==> src/rtl/keypad_scan_encoder.sv <==
// keypad_scan_encoder: column-strobed matrix keypad scanner with frame-level debounce,
// key index / BCD encoding and a valid/ready record output with sticky overrun.
module keypad_scan_encoder #(
   parameter int ROWS            = 4,
   parameter int COLS            = 3,
   parameter int SCAN_DIV        = 1000,
   parameter int DEBOUNCE_FRAMES = 3,
   parameter int IDX_W           = $clog2(ROWS*COLS)
) (
   input  logic             clk,
   input  logic             reset,
   input  logic [ROWS-1:0]  row_in,
   output logic [COLS-1:0]  col_drive,
   output logic [IDX_W-1:0] key_index,
   output logic [3:0]       key_bcd,
   output logic             key_valid,
   input  logic             key_ready,
   output logic             key_held,
   output logic             overrun
);
   localparam int DIV_W = $clog2(SCAN_DIV);
   localparam int CW    = $clog2(COLS);
   localparam int DB_W  = $clog2(DEBOUNCE_FRAMES + 1);

   typedef enum logic [1:0] {IDLE, PRESS_CHK, HELD, RELEASE_CHK} state_t;

   state_t           r_state;
   logic [ROWS-1:0]  r_sync1, r_sync2;
   logic [DIV_W-1:0] r_div;
   logic [CW-1:0]    r_col;
   logic [1:0]       r_acc_n, r_res_n;
   logic [IDX_W-1:0] r_acc_k, r_res_k, r_cand;
   logic             r_frame;
   logic [DB_W-1:0]  r_cnt;

   logic             w_last, w_frame_end, w_none, w_single, w_press, w_done, w_accept, w_consume;
   logic [1:0]       w_row_n, w_tot;
   logic [2:0]       w_sum;
   logic [IDX_W-1:0] w_row_k, w_key;
   logic [DB_W-1:0]  w_cnt_nxt;
   logic [3:0]       w_phone, w_plain, w_bcd;

   // bit count of the sampled column, saturating at 2 (0 / 1 / many)
   always_comb begin
      w_row_n = 2'd0;
      w_row_k = '0;
      for (int r = 0; r < ROWS; r++)
         if (r_sync2[r]) begin
            w_row_k = IDX_W'(r*COLS) + IDX_W'(r_col);
            w_row_n = (w_row_n == 2'd0) ? 2'd1 : 2'd2;
         end
   end

   assign w_last      = r_div == DIV_W'(SCAN_DIV - 1);
   assign w_frame_end = w_last && r_col == CW'(COLS - 1);
   assign w_sum       = {1'b0, r_acc_n} + {1'b0, w_row_n};
   assign w_tot       = (w_sum > 3'd2) ? 2'd2 : w_sum[1:0];
   assign w_key       = (r_acc_n == 2'd0) ? w_row_k : r_acc_k;

   always_ff @(posedge clk or posedge reset)
      if (reset) begin
         r_sync1   <= '0;
         r_sync2   <= '0;
         r_div     <= '0;
         r_col     <= '0;
         col_drive <= COLS'(1);
         r_acc_n   <= 2'd0;
         r_acc_k   <= '0;
         r_frame   <= 1'b0;
         r_res_n   <= 2'd0;
         r_res_k   <= '0;
      end else begin
         r_sync1 <= row_in;
         r_sync2 <= r_sync1;
         r_div   <= w_last ? '0 : r_div + DIV_W'(1);
         r_frame <= w_frame_end;
         if (w_last) begin
            r_col     <= w_frame_end ? '0 : r_col + CW'(1);
            col_drive <= w_frame_end ? COLS'(1) : col_drive << 1;
            r_acc_n   <= w_frame_end ? 2'd0 : w_tot;
            r_acc_k   <= (r_acc_n == 2'd0) ? w_row_k : r_acc_k;
            if (w_frame_end) begin
               r_res_n <= w_tot;
               r_res_k <= w_key;
            end
         end
      end

   assign w_phone = (int'(r_res_k) < 9) ? 4'(int'(r_res_k) + 1) :
                    (int'(r_res_k) == 9) ? 4'hA : (int'(r_res_k) == 10) ? 4'h0 : 4'hB;
   assign w_plain = (int'(r_res_k) < 10) ? 4'(r_res_k) : 4'hF;
   assign w_bcd   = (ROWS == 4 && COLS == 3) ? w_phone : w_plain;

   // frame results feed the debouncer; MULTI counts as neither a press nor a release
   assign w_none    = r_res_n == 2'd0;
   assign w_single  = r_res_n == 2'd1;
   assign w_press   = w_single && (r_state == IDLE || r_res_k == r_cand);
   assign w_cnt_nxt = (r_state == IDLE || r_state == HELD) ? DB_W'(1) : r_cnt + DB_W'(1);
   assign w_done    = w_cnt_nxt == DB_W'(DEBOUNCE_FRAMES);
   assign w_accept  = r_frame && (r_state == IDLE || r_state == PRESS_CHK) && w_press && w_done;
   assign w_consume = key_valid && key_ready;

   always_ff @(posedge clk or posedge reset)
      if (reset) begin
         r_state   <= IDLE;
         r_cnt     <= '0;
         r_cand    <= '0;
         key_held  <= 1'b0;
         key_valid <= 1'b0;
         key_index <= '0;
         key_bcd   <= 4'd0;
         overrun   <= 1'b0;
      end else begin
         if (r_frame)
            case (r_state)
               IDLE, PRESS_CHK: begin
                  r_state  <= !w_press ? IDLE : w_done ? HELD : PRESS_CHK;
                  r_cnt    <= (w_press && !w_done) ? w_cnt_nxt : '0;
                  key_held <= w_press && w_done;
                  if (r_state == IDLE)
                     r_cand <= r_res_k;
               end
               HELD, RELEASE_CHK: begin
                  r_state  <= !w_none ? HELD : w_done ? IDLE : RELEASE_CHK;
                  r_cnt    <= (w_none && !w_done) ? w_cnt_nxt : '0;
                  key_held <= !(w_none && w_done);
               end
               default: r_state <= IDLE;
            endcase
         // a consume in the accept cycle frees the slot before the new record lands
         if (w_accept && (!key_valid || w_consume)) begin
            key_index <= r_res_k;
            key_bcd   <= w_bcd;
            key_valid <= 1'b1;
         end else begin
            if (w_consume)
               key_valid <= 1'b0;
            if (w_accept)
               overrun <= 1'b1;
         end
      end
endmodule
==> config.mk <==
export PLATFORM = sky130hd
export DESIGN_NAME = keypad_scan_encoder
export DESIGN_NICKNAME = d
export VERILOG_FILES = /design/src/rtl/keypad_scan_encoder.sv
export SDC_FILE = /design/constraint.sdc
export NUM_CORES = 1
export LEC_CHECK = 0
export CAP_MARGIN = 10
export CORE_MARGIN = 2
export CORE_UTILIZATION = 35
export DETAILED_ROUTE_END_ITERATION = 8
export SLEW_MARGIN = 25
export SYNTH_ARGS = -nofsm -noshare
export SYNTH_HDL_FRONTEND = slang
export SYNTH_SLANG_ARGS = --single-unit
==> constraint.sdc <==
create_clock -name clk -period 4.5 [get_ports clk]
set_input_delay 1.35 -clock clk [delete_from_list [all_inputs] [get_ports clk]]
set_output_delay 1.35 -clock clk [all_outputs]
set_load 0.01 [all_outputs]
======== Word level (Yosys, flattened, before mapping) ========
Cells that the tools add are included.
Widths: inputs -> output; s select.
storage, ports and cells
  register bits ........................... 55
  bits in latches ......................... 0
  memory bits (writable) .................. 0
  memory bits (read-only) ................. 0
  input port bits ......................... 7
  output and inout bits ................... 14
  logic and storage cells ................. 101
  memories kept ........................... 0
cells by class
  add/subtract/negate cells ............... 8
  multipliers ............................. 0
  div/mod/pow operators ................... 0
  $lt $le $gt $ge ......................... 2
  equal/unequal tests ..................... 10
  shifts and indexed selects .............. 0
  muxes and demuxes ....................... 32
  bitwise gates (word level) .............. 1
  reductions and logical operators ........ 30
operator list
  operator               number
  $mux 2                 17
  $mux 4                 7
  $logic_not 2->1        6
  $logic_and 1x1->1      11
  $add 10x1->10 const B  1
  $eq 10x10->1 const B   1
  $mux 10                1
  $eq 2x2->1 const B     4
  $eq 4x4->1 const B     2
  $pmux 2 s2             2
  $add 2x1->2 const B    2
  $add 3x2->4 const A    1
  $add 4x1->4 const B    1
  $add 4x2->4 const A    1
  $eq 2x1->1 const B     2
  $eq 4x4->1             1
  $logic_or 1x1->1       4
  $lt 4x4->1 const B     1
  $reduce_and 2->1       2
  $reduce_or 2->1        2
  $add 2x2->3            1
  $add 2x2->3 const A    1
  $gt 3x2->1 const B     1
  $logic_not 1->1        3
  other kinds (6)        8

======== Longest topological paths before layout ========
Gate-level depths: netlist of run 1.
  depth after elaboration ................. 14
  mapped depth ............................ 10

======== Worst setup path after synthesis of run 1 ========
Ideal clock, no wire load.
  kind .................................... flip-flop to flip-flop
  start ................................... reg r_sync2[1]
  end ..................................... reg r_res_n[0]
  setup time .............................. 136 ps
  arrival ................................. 2039 ps
  data required time ...................... 4364 ps
  path slack .............................. 2325 ps
  stages on the path, launching flop included .. 10
  clock period less this slack ............ 2175 ps
  cells stage by stage .................... dfrtp_1 -> inv_1 -> ha_1 -> nor2_1 -> mux4_2 -> ha_1 -> inv_1 -> fa_1 -> nand3_1 -> o21ai_0
on the way
  longest elaborated chain between the ends .. 10
RTL lines
  item                    line  RTL
  from (decl)             28    logic [ROWS-1:0] r_sync1, r_sync2;
  from (signal assigned)  74    r_sync2 <= r_sync1;
  $mux 2 *                48    if (r_sync2[r]) begin
  $logic_not 2->1         50    w_row_n = (w_row_n == 2'd0) ? 2'd1 : 2'd2;
  $mux 2                  50
  $mux 2 *                48
  $logic_not 2->1         50
  $mux 2                  50
  $mux 2 *                48
  $add 2x2->3 *           56    assign w_sum = {1'b0, r_acc_n} + {1'b0, w_row_n};
  $gt 3x2->1              57    assign w_tot = (w_sum > 3'd2) ? 2'd2 : w_sum[1:0];
  $mux 2 *                57
  to (signal assigned)    83    r_res_n <= w_tot;
  to (decl)               31    logic [1:0] r_acc_n, r_res_n;
Mark *: on every way between the ends. The rest lies on a longest branch, timed or not.
A chain may end at the register's enable or synchronous reset.

======== Worst setup path in the final report of run 1 ========
  start ................................... reg col_drive[0]
  end ..................................... out col_drive[0]
RTL lines
  item                    line  RTL
  from (decl)             13    output logic [COLS-1:0] col_drive,
  from (signal assigned)  79    col_drive <= w_frame_end ? COLS'(1) : col_drive << 1;
No word-level cell between the ends.

==> results of run 1 <==
-- worst reg2reg max path: stages (launching register included) --
cell and delay, ns:
dfrtp_1 0.44, inv_1 0.08, ha_1 0.32, nor2_1 0.05
mux4_2 0.46, ha_1 0.19, inv_1 0.07, fa_1 0.42
nand2_1 0.10, nand3b_1 0.07, o21ai_0 0.10
-- through the flow --
stage               power [mW]  cell area, um2  hold slack (ns)  util (%)
finish                  0.8437            3072           0.3541     41.90
global route            0.8824            3072           0.3684     41.90
CTS                     0.8609            3072           0.3576     41.90
detailed placement      0.5353            2965           0.3347     40.45
global placement        0.5344            2965           0.3337     40.45
floorplan               0.5227            2671           0.3312         -
-- placed cells by master, fill, tap and decap left out, drive strengths merged, types with 4 or more instances in the layout --
master and count:
a31oi 4, xor2 6, nand3 5, clkdlybuf4s50 20
a21oi 12, dfrtp 53, nor3 4, nor2 10
nand3b 6, ha 12, inv 14, a211oi 4
nand2 18, mux2 15, o21ai 17, nand2b 5
nor2b 11, clkbuf 7
-- power breakdown --
group / switching (mW) / total [mW] / internal [mW]
clock: 0.153 / 0.320 / 0.167
sequential: 0.00395 / 0.492 / 0.488
combinational: 0.0178 / 0.0318 / 0.0140
total: 0.175 / 0.844 / 0.669
-- registers in the layout, summed over array words and instances (netlist names) --
signal     cells
r_sync1        4
r_cnt          2
key_valid      1
r_res_k        4
overrun        1
r_frame        1
r_col          2
r_acc_n        2
r_div         10
r_cand         4
col_drive      3
r_res_n        2
r_sync2        4
r_acc_k        4
key_bcd        4
r_state        1
key_held       1
key_index      4
-- cell usage after synthesis, types with 3 or more instances --
master	count	share of area [%]
a211oi_1	4	1.1
a21oi_1	12	2.2
a31o_2	3	0.98
a31oi_1	4	0.94
and2_1	3	0.70
and3_1	3	0.70
buf_2	3	0.56
clkbuf_1	3	0.42
dfrtp_1	53	50
ha_1	12	5.6
inv_1	14	2.0
mux2_2	13	5.5
nand2_1	18	2.5
nand2b_1	5	1.2
nand3_1	5	0.94
nand3b_1	6	1.7
nor2_1	10	1.4
nor2b_1	11	2.6
nor3_1	3	0.56
nor3b_1	3	0.84
o21ai_0	17	3.2
or3_1	3	0.70
xnor2_1	3	0.98
xor2_1	6	2.0
-- final cells by class --
class	count	area [um2]
Fill cell	687	4259
Sequential cell	54	1353
Clock inverter	1	30.03
Multi-Input combinational cell	168	1229
Tap cell	99	123.9
Clock buffer	7	76.32
Timing Repair Buffer	21	207.7
Inverter	14	52.55
-- logic make-up (layout without fill, tap and decap cells) --
logic type	Yosys count	count (layout)
compound gates	52	52
xor+xnor	9	9
fa+ha+maj	13	13
buf+inv	21	43
flops	54	54
mux	16	16
simple gates	78	78
-- per-layer routing --
layer  up-vias  GRT usage (%)
met1       866          16.94
met3         6          2.905
met2        27          19.44
met5         -              0
li1        896              -
met4         0          3.788
-- how the worst max path moves through the flow --
stage                                          end  slack [ns]  cells after the start
after detailed placement  key_index[0]$_DFFE_PP0P_        1.80                      4
after floorplan           col_drive[1]$_DFFE_PP0N_        1.84                      1
final                                 col_drive[0]        1.77                      1
after global placement    col_drive[0]$_DFFE_PP1N_        1.82                      3
after CTS                             col_drive[0]        1.75                      1
after global routing                  col_drive[0]        1.73                      1
==> reports/metrics.cfg, run 1 <==
[yosys]
ys_ff_latch = 54
synth_fa_ha_area_share_pct = 6.370
avgSynthCellArea_um2 = 10.99
ys_seq_area_share_pct = 50.63
synth_async_sr_flop_share_pct = 100.0
yosysWarnings = 0
synthSimpleGateAreaFrac_pct = 17.28
synth_enable_flop_cells = 0
syn_inst = 243
synth_nets = 263
synthMuxAreaShare_pct = 7.166
synth.distinct_cells = 45
netlist_area_um2 = 2671
ys.flop_type = dfrtp_1
synth-xor-area-share_pct = 2.951
synth_compound_area_share_pct = 12.22
synth_top_family_by_area = simple AND/OR/NAND/NOR gates

[worst_setup_path]
crit_slowest_cell = dfstp_2
slowest_delay_ns = 0.55
worstPathCellList = clkdlybuf4s50_1
critPathLaunch = col_drive[0]$_DFFE_PP1N_
cp_max_fo = 3
start_kind = flop
rr_endpoint = r_acc_n[1]$_DFFE_PP0N_
cp-end-kind = output port
crit_type = flop to output port
crit_family = flip-flops
rr_startpoint = r_sync2[1]$_DFF_PP0_
reg2reg_depth = 10
cp.arrival_ns = 1.38
path_buf_inv = 1
r2r_slack_ns = 2.13
crit_required_ns = 3.15

[cells_and_area]
drive_gt1_share_pct = 10.94
syn2layout_area_growth_pct = 14.99
finalNetCount = 284
instances_no_fill = 364
diodes = 0

[detailed_routing]
ant_nets = 0
avgViaCountPerCell = 4.931
met1_length_mm = 2.307
wl_per_cell_um = 12.79
wl_mm = 4.655
drc = 0
wl_met3_um = 134
wl_met2_mm = 2.157
first_pass_iters = 4
drt-initial-drc-count = 51
maxUsedRoutingLayer = met4
via_count = 1795

[die]
fp.coreArea_um2 = 7331
initial_utilization_pct = 36.44
rows = 31
die_h_um = 91.37
ios = 21
dieArea_um2 = 8348
die_x_um = 91.37

[placed_design]
dp_slack_ns = 1.802
gp_congestion = 0.7558
post-dp-hpwl_mm = 3.327
dp_cells = 356
numPortBuffers = 20

[timing]
fmax_mhz = 366.5
fin_crit_sh_pct = 60.63
slew_viol_final = 0
final.setup.worst_slack_ns = 1.772
fin_setup_tns_ns = 0
tightest_slew_ns = 0.7497
final-setup-viol-count = 0
fin_crit_ns = 2.728
relSlewSlack_pct = 49.95
rsz0062_at_grt = false
fin_skew_ns = 0.005778
hold_viol_final = 0

[pwr]
p_leak_nw = 1.379
peakVddDrop_uv = 164.0
powerDensity_nw_per_um2 = 274.7

[global_routing]
grt_pass1_wl_mm = 8.452
track_usage_pct = 12.36
antenna_found_initial = 0
grt_max_degree = 38
grt_overflow = 0
grt_pass1_vias = 1784

[cts]
cts_tree = yes
cts_resized = 0
clk_latency_ns = 0.30
ctsHtreeMaxLevel = 2
clk_pin_slew_ns = 0.09
numCtsBuffers = 5
postCtsSetupRepairBufs = 0
cts_buffer_depth = 2
clkSinkCount = 54
clockRootBuffer = clkbuf_8
cts_hold_buf = 0

[min_path]
holdCritPathClass = flop to flop
min-delay-start = r_sync1[3]$_DFF_PP0_
hold-path-endpoint = r_sync2[3]$_DFF_PP0_
min_path_cells = 0

[flow_run]
drv_cap = 0

[status]
status = finished clean

No activity file was read; power rests on OpenSTA's default activity.
==> run 2: changes to the inputs <==
==> constraint.sdc (replaced) <==
create_clock -name clk -period 2.65 [get_ports clk]
set_input_delay 0.795 -clock clk [delete_from_list [all_inputs] [get_ports clk]]
set_output_delay 0.795 -clock clk [all_outputs]
set_load 0.01 [all_outputs]
==> run 2 against run 1 <==
Against the previous run: register-to-register slack worse by 1.8 ns; wire length up 1.2%; die area unchanged; combinational power up 79%; critical path depth up 9; worst hold slack better by 0.0015 ns; power up 63%; final area up 0.37%; sequential power up 70%; via count unchanged; count of clock-buffer cells in the layout down 1; setup slack worse by 1.5 ns; critical path type is now flop to flop; largest power group unchanged.
==> reports/metrics.cfg, run 2 (synthesis gave the netlist of run 1 again) <==
[cts]
cts_resized = 0  ; unchanged
cts_tree = yes
ctsHtreeMaxLevel = 2  ; unchanged
clkSinkCount = 54  ; unchanged
clk_pin_slew_ns = 0.09  ; about the same
cts_hold_buf = 0  ; unchanged
cts_buffer_depth = 2  ; unchanged
numCtsBuffers = 5  ; unchanged
clk_latency_ns = 0.30  ; about the same
clockRootBuffer = clkbuf_8
postCtsSetupRepairBufs = 0  ; unchanged

[worst_setup_path]
cp.arrival_ns = 2.59  ; +1.21 ns
crit_type = flop to flop
slowest_delay_ns = 0.44  ; -0.11 ns
path_buf_inv = 2  ; +1
worstPathCellList = inv_1 > ha_1 > nor2_1 > mux4_2 > ha_1 > inv_1 > fa_1 > nand2_1 > nand3b_1 > o21ai_0
cp-end-kind = flop
crit_required_ns = 2.87  ; -0.28 ns
cp_max_fo = 7  ; +4
crit_slowest_cell = mux4_2
start_kind = flop
crit_family = adder cells

[detailed_routing]
avgViaCountPerCell = 4.891  ; -0.82%
wl_mm = 4.712  ; +1.2%
first_pass_iters = 4  ; unchanged
drt-initial-drc-count = 70  ; +37%
drc = 0  ; unchanged
wl_per_cell_um = 12.84  ; +0.40%
via_count = 1795  ; unchanged
ant_nets = 0  ; unchanged

[timing]
fin_setup_tns_ns = 0  ; unchanged
rsz0062_at_grt = false
final-setup-viol-count = 0  ; unchanged
fin_skew_ns = 0.005041  ; -0.0007377 ns
relSlewSlack_pct = 58.64  ; +8.7 points
tightest_slew_ns = 0.6191  ; -0.1306 ns
fmax_mhz = 423.0
fin_crit_sh_pct = 89.21
hold_viol_final = 0  ; unchanged
slew_viol_final = 0  ; unchanged
fin_crit_ns = 2.364

[die]
rows = 31  ; unchanged
die_x_um = 91.37  ; unchanged
dieArea_um2 = 8348  ; unchanged
initial_utilization_pct = 36.44  ; unchanged
die_h_um = 91.37  ; unchanged
ios = 21  ; unchanged
fp.coreArea_um2 = 7331  ; unchanged

[global_routing]
grt_pass1_vias = 1827  ; +2.4%
grt-busiest-layer = met2
grt_pass1_wl_mm = 8.397  ; -0.65%
track_usage_pct = 12.29  ; -0.075 points
use_met2_pct = 20.49  ; +1.0 points
grt.met1_usage_pct = 15.76  ; -1.2 points
grt_max_degree = 23  ; -39%
grt_overflow = 0  ; unchanged
met3_usage_pct = 2.656  ; -0.25 points
antenna_found_initial = 0  ; unchanged

[placed_design]
numPortBuffers = 20  ; unchanged
post-dp-hpwl_mm = 3.443  ; +3.5%
gp_congestion = 0.7479  ; -1.0%

[status]
status = finished clean

[min_path]
holdCritPathClass = flop to flop

[cells_and_area]
utilization_pct = 42.06  ; +0.15 points
layout_common_cells = 53 x dfrtp_1, 20 x clkdlybuf4s50_1, 18 x nand2_1, 17 x o21ai_0
finalNetCount = 287  ; +1.1%
nFillCells = 695  ; +1.2%
final_common_cell = dfrtp_1
top_register = r_div
diodes = 0  ; unchanged
syn2layout_area_growth_pct = 15.41
drive_gt1_share_pct = 12.69  ; +1.7 points
largest_reg_flops = 10  ; unchanged

[pwr]
peakVddDrop_uv = 284.3  ; +73%
powerDensity_nw_per_um2 = 444.9  ; +62%
p_leak_nw = 1.387  ; +0.62%

[flow_run]
drv_cap = 0  ; unchanged

run 2: per-stage QoR:
stage	hold WS [ns]	instance area [um2]	setup slack, ns	std cells	power, mW
2_1_floorplan	0.3312	2671	0.4750	243	0.8875
3_3_place_gp	0.3334	2988	0.3808	359	0.9090
3_5_place_dp	0.3347	2988	0.3107	359	0.9108
4_1_cts	0.3575	3083	0.2828	367	1.396
5_1_grt	0.3635	3083	0.06930	367	1.441
6_report	0.3555	3083	0.2859	367	1.372
run 2: area by class of cell:
cell class              count  area [um2]  share of cell area (%)
clock buffers               6       82.58                   2.679
repair buffers             24       230.2                   7.468
clock inverters             2       12.51                  0.4058
well taps                  99       123.9                   4.018
multi-input cells         168        1229                   39.85
inverters                  14       52.55                   1.705
flip-flops and latches     54        1353                   43.87
run 2: report_power, final:
group	internal, mW	switching, mW
clock network	0.211	0.268
registers	0.829	0.00672
logic	0.0259	0.0311
total	1.07	0.306
run 2: layer usage:
layer | share of wire, % | wire length [um] | up-vias
met2 | 47 | 2231 | 23
met3 | 2.5 | 118 | 5
met5 | 0 | 0 | -
li1 | - | - | 902
met1 | 49 | 2317 | 865
met4 | 0.93 | 44 | 0
run 2: worst paths after layout:
kind	start	to	slack [ns]	cells after the start
setup / recovery	r_sync2[1]$_DFF_PP0_	r_acc_n[1]$_DFFE_PP0N_	0.29	10
hold / removal	r_sync1[0]$_DFF_PP0_	r_sync2[0]$_DFF_PP0_	0.36	0
setup reg to reg	r_sync2[1]$_DFF_PP0_	r_acc_n[1]$_DFFE_PP0N_	0.29	10
hold reg to reg	r_sync1[0]$_DFF_PP0_	r_sync2[0]$_DFF_PP0_	0.36	0
max in group asynchronous	reset	r_acc_k[3]$_DFFE_PP0N_	1.33	3
min in group asynchronous	reset	overrun$_DFFE_PP0P_	0.80	2
